### src/rtl/next_state_sequencer.sv
// Microprogram next-state sequencer.
// Each cycle selects the next microstore address from the N selector:
// dispatch, jump, continue, conditional branch, memory wait, branch-or-dispatch,
// single-level call and return. Memory waits are bounded by TIMEOUT cycles,
// after which control is diverted to FAULT_STATE with a one-cycle mem_fault pulse.
module next_state_sequencer #(
  parameter logic [9:0]  RESET_STATE = 10'd0,
  parameter logic [9:0]  FAULT_STATE = 10'h3FF,
  parameter int unsigned TIMEOUT     = 64       // legal range 2..255
) (
  input  logic       clk,
  input  logic       reset,          // asynchronous, active low
  input  logic [2:0] N,
  input  logic       inv,
  input  logic [9:0] cr,
  input  logic [9:0] encoder_state,
  input  logic       cond,
  input  logic       moc,
  output logic [9:0] state,
  output logic       stall,
  output logic       mem_fault
);

  typedef enum logic [2:0] {
    OP_DISPATCH    = 3'd0,
    OP_JUMP        = 3'd1,
    OP_CONTINUE    = 3'd2,
    OP_BRANCH      = 3'd3,
    OP_MEM_WAIT    = 3'd4,
    OP_BRANCH_DISP = 3'd5,
    OP_CALL        = 3'd6,
    OP_RETURN      = 3'd7
  } op_e;

  // Counter value on which a still-pending wait gives up.
  localparam logic [7:0] LAST_WAIT = 8'(TIMEOUT - 1);

  logic [9:0] r_state;
  logic [9:0] r_ret;
  logic [7:0] r_wait_cnt;
  logic       r_stall;
  logic       r_mem_fault;

  op_e        w_op;
  logic [9:0] w_incr;
  logic       w_t;
  logic       w_m;
  logic [9:0] w_next_state;
  logic [9:0] w_next_ret;
  logic       w_hold;
  logic       w_fault;
  logic [7:0] w_next_wait;

  assign w_op   = op_e'(N);
  assign w_incr = r_state + 10'd1;   // 10-bit add wraps 3FF -> 000
  assign w_t    = cond ^ inv;
  assign w_m    = moc ^ inv;

  // Next-state decode from the selector and the current inputs.
  always_comb begin
    // NOTE: every output of this block gets a default first so no path leaves
    // a value unassigned; otherwise a latch would be inferred.
    w_next_state = r_state;
    w_next_ret   = r_ret;
    w_hold       = 1'b0;
    w_fault      = 1'b0;
    case (w_op)
      OP_DISPATCH:    w_next_state = encoder_state;
      OP_JUMP:        w_next_state = cr;
      OP_CONTINUE:    w_next_state = w_incr;
      OP_BRANCH:      w_next_state = w_t ? cr : w_incr;
      OP_MEM_WAIT: begin
        if (w_m) begin
          // Completion wins even on the last permitted wait cycle.
          w_next_state = cr;
        end else if (r_wait_cnt == LAST_WAIT) begin
          w_next_state = FAULT_STATE;
          w_fault      = 1'b1;
        end else begin
          w_next_state = r_state;
          w_hold       = 1'b1;
        end
      end
      OP_BRANCH_DISP: w_next_state = w_t ? cr : encoder_state;
      OP_CALL: begin
        w_next_ret   = w_incr;
        w_next_state = cr;
      end
      OP_RETURN:      w_next_state = r_ret;
      default:        w_next_state = r_state;
    endcase
  end

  // Wait counter only survives consecutive held memory-wait cycles.
  assign w_next_wait = w_hold ? (r_wait_cnt + 8'd1) : 8'd0;

  // Architectural registers; reset aborts any wait in progress.
  always_ff @(posedge clk or negedge reset) begin
    if (!reset) begin
      r_state     <= RESET_STATE;
      r_ret       <= 10'd0;
      r_wait_cnt  <= 8'd0;
      r_stall     <= 1'b0;
      r_mem_fault <= 1'b0;
    end else begin
      // NOTE: non-blocking assignments so every register samples the values
      // decoded from the same pre-edge state, independent of statement order.
      r_state     <= w_next_state;
      r_ret       <= w_next_ret;
      r_wait_cnt  <= w_next_wait;
      r_stall     <= w_hold;
      r_mem_fault <= w_fault;
    end
  end

  assign state     = r_state;
  assign stall     = r_stall;
  assign mem_fault = r_mem_fault;

endmodule

### config.mk
export PLATFORM = sky130hd
export DESIGN_NAME = next_state_sequencer
export DESIGN_NICKNAME = d
export VERILOG_FILES = /design/src/rtl/next_state_sequencer.sv
export SDC_FILE = /design/constraint.sdc
export NUM_CORES = 1
export LEC_CHECK = 0
export BUFFER_PORTS_ARGS = -buffer_cell sky130_fd_sc_hd__buf_4
export CORE_MARGIN = 2
export CORE_UTILIZATION = 29
export CTS_CLUSTER_SIZE = 10
export DETAILED_ROUTE_END_ITERATION = 10
export MAX_ROUTING_LAYER = met4
export PLACE_DENSITY = 0.48
export SETUP_SLACK_MARGIN = 0.05
export SLEW_MARGIN = 10
export SYNTH_ARGS = -nofsm -noshare
export SYNTH_HDL_FRONTEND = slang
export SYNTH_SLANG_ARGS = --single-unit
### constraint.sdc
create_clock -name clk -period 2.3 [get_ports clk]
set_input_delay 0.115 -clock clk [delete_from_list [all_inputs] [get_ports clk]]
set_output_delay 0.115 -clock clk [all_outputs]
set_load 0.02 [all_outputs]
### After elaboration in Yosys (flattened, before gate mapping)

Index checks and enable logic that the tools add are counted.

* div/mod/pow operators: 0
* equal/unequal tests: 9
* reductions and logical operators: 2
* shifts and indexed selects: 0
* add/sub/neg operators: 2
* bitwise logic cells: 2
* mux-type cells: 12
* $lt $le $gt $ge: 0
* multipliers: 0

Operator list (count)
* $pmux 10 s7: 1
* $mux 10: 4
* $eq 3x3->1 const B: 4
* $add 10x1->10 const B: 1
* $add 8x1->8 const B: 1
* $eq 8x6->1 const B: 1
* $mux 8: 1
* $eq 3x2->1 const B: 2
* $mux 1: 6
* $eq 3x1->1 const B: 1
* $logic_not 3->1: 1
* $ne 3x3->1 const B: 1
* $reduce_or 2->1: 1
* $xor 1x1->1: 2

* output and inout bits: 12
* flip-flop bits (word level): 30
* latch bits: 0
* ROM bits: 0
* logic and storage cells: 32
* memories: 0
* bits of input ports: 28
* memory bits (writable): 0

### Longest topological paths before layout

* depth after elaboration: 5
* depth in mapped cells: 7
* depth with buffers taken out: 6

### Worst setup path after synthesis

OpenSTA, ideal clock, no wires.

* path type: register to register
* start: register r_state[0] (netlist: state[0])
* end: register r_state[6] (netlist: state[6])
* stages on the path, launching flop included: 7
* path slack: 0.667 ns
* required time: 2.177 ns
* path buffers: 0
* clock period less this slack: 1.633 ns
* data arrival time: 1.511 ns
* library setup time: 0.123 ns
* cells stage by stage: dfrtp_1 -> ha_1 -> nand4_1 -> nor2_1 -> or2_2 -> a221oi_2 -> nor2_1

* longest elaborated chain between the ends: 3

RTL lines
* start: declaration: RTL line 38 `logic [9:0] r_state;`
* start signal: assignment: RTL line 108 `r_state <= w_next_state;`
* $add 10x1->10 (*): RTL line 55 `assign w_incr = r_state + 10'd1;`
* $mux 10: RTL line 71 `OP_BRANCH: w_next_state = w_t ? cr : w_incr;`
* $pmux 10 s7 (*): RTL line 67 `case (w_op)`

Every way passes the cells marked *; elsewhere a longest branch is shown, timed or not.
A chain may end at the register's enable or synchronous reset.

### Worst setup path in the final report

* start: register r_wait_cnt[0]
* end: register r_state[5] (netlist: state[5])

* longest elaborated chain between the ends: 2

RTL lines
* start: declaration: RTL line 40 `logic [7:0] r_wait_cnt;`
* start signal: assignment: RTL line 110 `r_wait_cnt <= w_next_wait;`
* $eq 8x6->1: RTL line 76 `end else if (r_wait_cnt == LAST_WAIT) begin`
* $ne 3x3->1 (no line)

Every way passes these cells.

==> flow_metrics.env <==
export IMPL_synth_enable_flop_cells=0
export IMPL_post_cts_buffers=0
export IMPL_h_tree_depth=2
export IMPL_syn_area_sq_um=1924
export IMPL_max_freq_ghz=0.5293
export IMPL_worst_slew_pin_slew_ps=611.3
export IMPL_setup_viol=0
export IMPL_ys_seq_area_frac=0.3901
export IMPL_syn_inst=209
export IMPL_report_final_slew_viol_count=0
export IMPL_dr_pass1_iters=5
export IMPL_antenna_found_initial=0
export IMPL_cts_tree="built"
export IMPL_synth_top_area_frac=0.3901
export IMPL_reg2reg_depth=6
export IMPL_drt_iter0_drc=116
export IMPL_cap_violations=0
export IMPL_final_net_count=277
export IMPL_status="completed"
export IMPL_vias=1653
export IMPL_final_area_sq_um=2367
export IMPL_holdPathEnd="state[1]$_DFFE_PN0N_"
export IMPL_postRouteAntennaNets=0
export IMPL_hold_class="primary input to register"
export IMPL_synthFlopType="dfrtp_1"
export IMPL_start_util=0.3013
export IMPL_cts_resized=0
export IMPL_finalWorstPathRequiredPeriod_ps=1889
export IMPL_grt_use_total=0.1624
export IMPL_drive_gt1_frac=0.2742
export IMPL_clock_sinks=30
export IMPL_clock_latency_ps=280
export IMPL_reg2reg_slack_ps=410
export IMPL_synth_seq_cells=30
export IMPL_die_area_sq_um=7303
export IMPL_cellPowerDensity_nw_per_um2=650.6
export IMPL_ir_drop_v=0.0002887
export IMPL_port_buffers=39
export IMPL_synth_area_leader_cell="dfrtp_1"
export IMPL_worstPathMaxFanout=16
export IMPL_synth_avg_cell_area_sq_um=9.207
export IMPL_skew_ps=2.759
export IMPL_critPathRequiredTime_ps=2510
export IMPL_endpoint_kind="register"
export IMPL_synth_distinct_cells=45
export IMPL_crit_type="register to register"
export IMPL_critPathLaunchType="register"
export IMPL_arrival_ps=2100
export IMPL_r2r_end="state[5]$_DFFE_PN0N_"
export IMPL_hold_depth=3
export IMPL_fin_setup_tns_ps=0
export IMPL_syn_nets=239
export IMPL_wirelength_mm=5.173
export IMPL_numCtsBuffers=5
export IMPL_rsz0062_at_grt="false"
export IMPL_coreArea_sq_um=6386
export IMPL_synthArstFlopShare=1.000
export IMPL_die_height_um=85.46
export IMPL_dpl_cell_area_sq_um=2266
export IMPL_diodes=0
export IMPL_r2r_start="r_wait_cnt[0]$_DFF_PN0_"
export IMPL_drc_errors=0
export IMPL_grt_max_degree=31
export IMPL_path_clk_slew_ps=60
export IMPL_dp_cells=316
export IMPL_yosysWarnings=0
export IMPL_fp_row_count=29
export IMPL_gr_total_overflow=0
export IMPL_yosys_top_cells_area="dfrtp_1 39%, nand2_1 4.9%, nor2_1 4.5%, xnor2_1 4.1%, o21ai_0 3.4%"
export IMPL_area_growth_synth_to_final_pct=23.02
export IMPL_grt_first_pass_wirelength_mm=8.963
export IMPL_fill_cells=676
export IMPL_grt_pass1_vias=1744
export IMPL_die_width_um=85.46
export IMPL_p_leak_nw=1.046
export IMPL_place_hpwl_mm=3.693
export IMPL_hold_viol_final=0
export IMPL_power_mw=1.540
export IMPL_pin_count=40
export IMPL_cts_root_buf="clkbuf_8"
export IMPL_wl_per_cell_um=15.92
export IMPL_gp_congestion=0.8106
export IMPL_fin_crit_sh=0.8214
export IMPL_hold_worst_slack_ps=71.74
export IMPL_min_from="encoder_state[1]"
export IMPL_final_cells=325
export IMPL_cts_buffer_depth=2
export IMPL_via_per_inst=5.086
export IMPL_max_slew_margin=0.5915
==> metal layers <==
| layer | track usage | part of all wire | vias to the layer above |
|---|---|---|---|
| met3 | 0.03502 | 0.061 | 8 |
| met5 | - | 0 | - |
| met4 | 0.06061 | 0.020 | 0 |
| met1 | 0.2261 | 0.48 | 757 |
| met2 | 0.2308 | 0.44 | 50 |
| li1 | - | - | 838 |
==> layout by cell type (no fill, tap or decap), types with 3 or more instances in the layout <==
| cell type | synthesis | final |
|---|---|---|
| nand2_1 | 25 | 25 |
| xnor2_1 | 9 | 9 |
| o21a_1 | 4 | 4 |
| inv_1 | 5 | 5 |
| a221oi_1 | 4 | 4 |
| and3_1 | 5 | 5 |
| mux2_2 | 5 | 5 |
| nor2_1 | 23 | 23 |
| buf_4 | 3 | 40 |
| a221oi_2 | 4 | 4 |
| nor2b_1 | 5 | 5 |
| o21ai_0 | 13 | 13 |
| a21oi_1 | 9 | 9 |
| a22o_1 | 3 | 3 |
| dfrtp_1 | 30 | 30 |
| a22oi_1 | 6 | 6 |
| xor2_1 | 7 | 7 |
| clkbuf_8 | 0 | 6 |
| nand3_1 | 10 | 10 |
==> synth_stat cells (2+ instances only) <==
library cell  count
or2_2             2
clkbuf_1          2
o21a_1            4
a21oi_1           9
mux2_2            5
nand4_1           2
nor2_1           23
nor3_2            2
ha_1              2
nand2_1          25
a221oi_2          4
buf_2             5
a22oi_1           6
and3_1            5
nor2b_1           5
inv_1             5
and2_1            2
o211ai_1          2
a221oi_1          4
xnor2_1           9
o221ai_1          2
o21ai_0          13
nand3_1          10
a22o_1            3
dfrtp_1          30
buf_4             3
xor2_1            7
==> cells by family (layout without fill, tap and decap cells) <==
family / Yosys count / in the layout / synth area share
buffers and inverters: 16 / 55 / 0.04031
xor gates and xnor gates: 17 / 17 / 0.08128
muxes: 6 / 6 / 0.03641
and+or+nand+nor: 79 / 79 / 0.2009
DFF: 30 / 30 / 0.3901
adders and majority gates: 2 / 2 / 0.01300
AOI/OAI and AO/OA: 59 / 59 / 0.2380
==> worst max-delay path: stages, from the launching register on <==
cell and delay, ps:
dfrtp_1 380, ha_1 190, and3_1 230, nand4_1 190, nand2_1 520, inv_1 140
a21oi_1 160
==> final cells by class <==
cell class / instances / area [sq um] / area share
multi-input combinational: 163 / 1096 / 0.4630
sequential: 30 / 750.7 / 0.3171
timing repair buffer: 41 / 310.3 / 0.1311
tap: 77 / 96.34 / 0.04070
clock buffer: 7 / 86.33 / 0.03647
inverter: 6 / 22.52 / 0.009514
clock inverter: 1 / 5.005 / 0.002114
==> flip-flops by register name, indices dropped and copies added (netlist names) <==
name / cells
stall: 1
mem_fault: 1
state: 10
r_ret: 10
r_wait_cnt: 8
==> timing repair <==
action                                  4_1_cts  5_1_grt
hold buffers                                  1        0
endpoints found under the setup margin        0        0
endpoints found under the hold margin        30        0
==> where the power goes <==
part	total, mW	internal, mW	switching, mW
Sequential	0.683	0.603	0.0797
Clock	0.444	0.241	0.203
Combinational	0.413	0.193	0.220
Total	1.54	1.04	0.503
==> through the flow <==
step | util | worst slack, ps
floorplan | - | 666.6
global placement | 0.3548 | 458.5
detailed placement | 0.3548 | 377.9
CTS | 0.3707 | 366.9
global route | 0.3707 | 218.8
finish | 0.3707 | 410.7
==> worst max-delay path by stage <==
stage / cells past startpoint / to / start
floorplan: 6 / state[6]$_DFFE_PN0N_ / state[0]$_DFFE_PN0N_
global route: 6 / state[5]$_DFFE_PN0N_ / r_wait_cnt[0]$_DFF_PN0_
global placement: 5 / state[8]$_DFFE_PN0N_ / r_wait_cnt[0]$_DFF_PN0_
detailed placement: 5 / state[8]$_DFFE_PN0N_ / r_wait_cnt[0]$_DFF_PN0_
finish: 6 / state[5]$_DFFE_PN0N_ / r_wait_cnt[0]$_DFF_PN0_
CTS: 5 / state[8]$_DFFE_PN0N_ / r_wait_cnt[0]$_DFF_PN0_
Note: power is estimated with default switching activity, not from simulation.
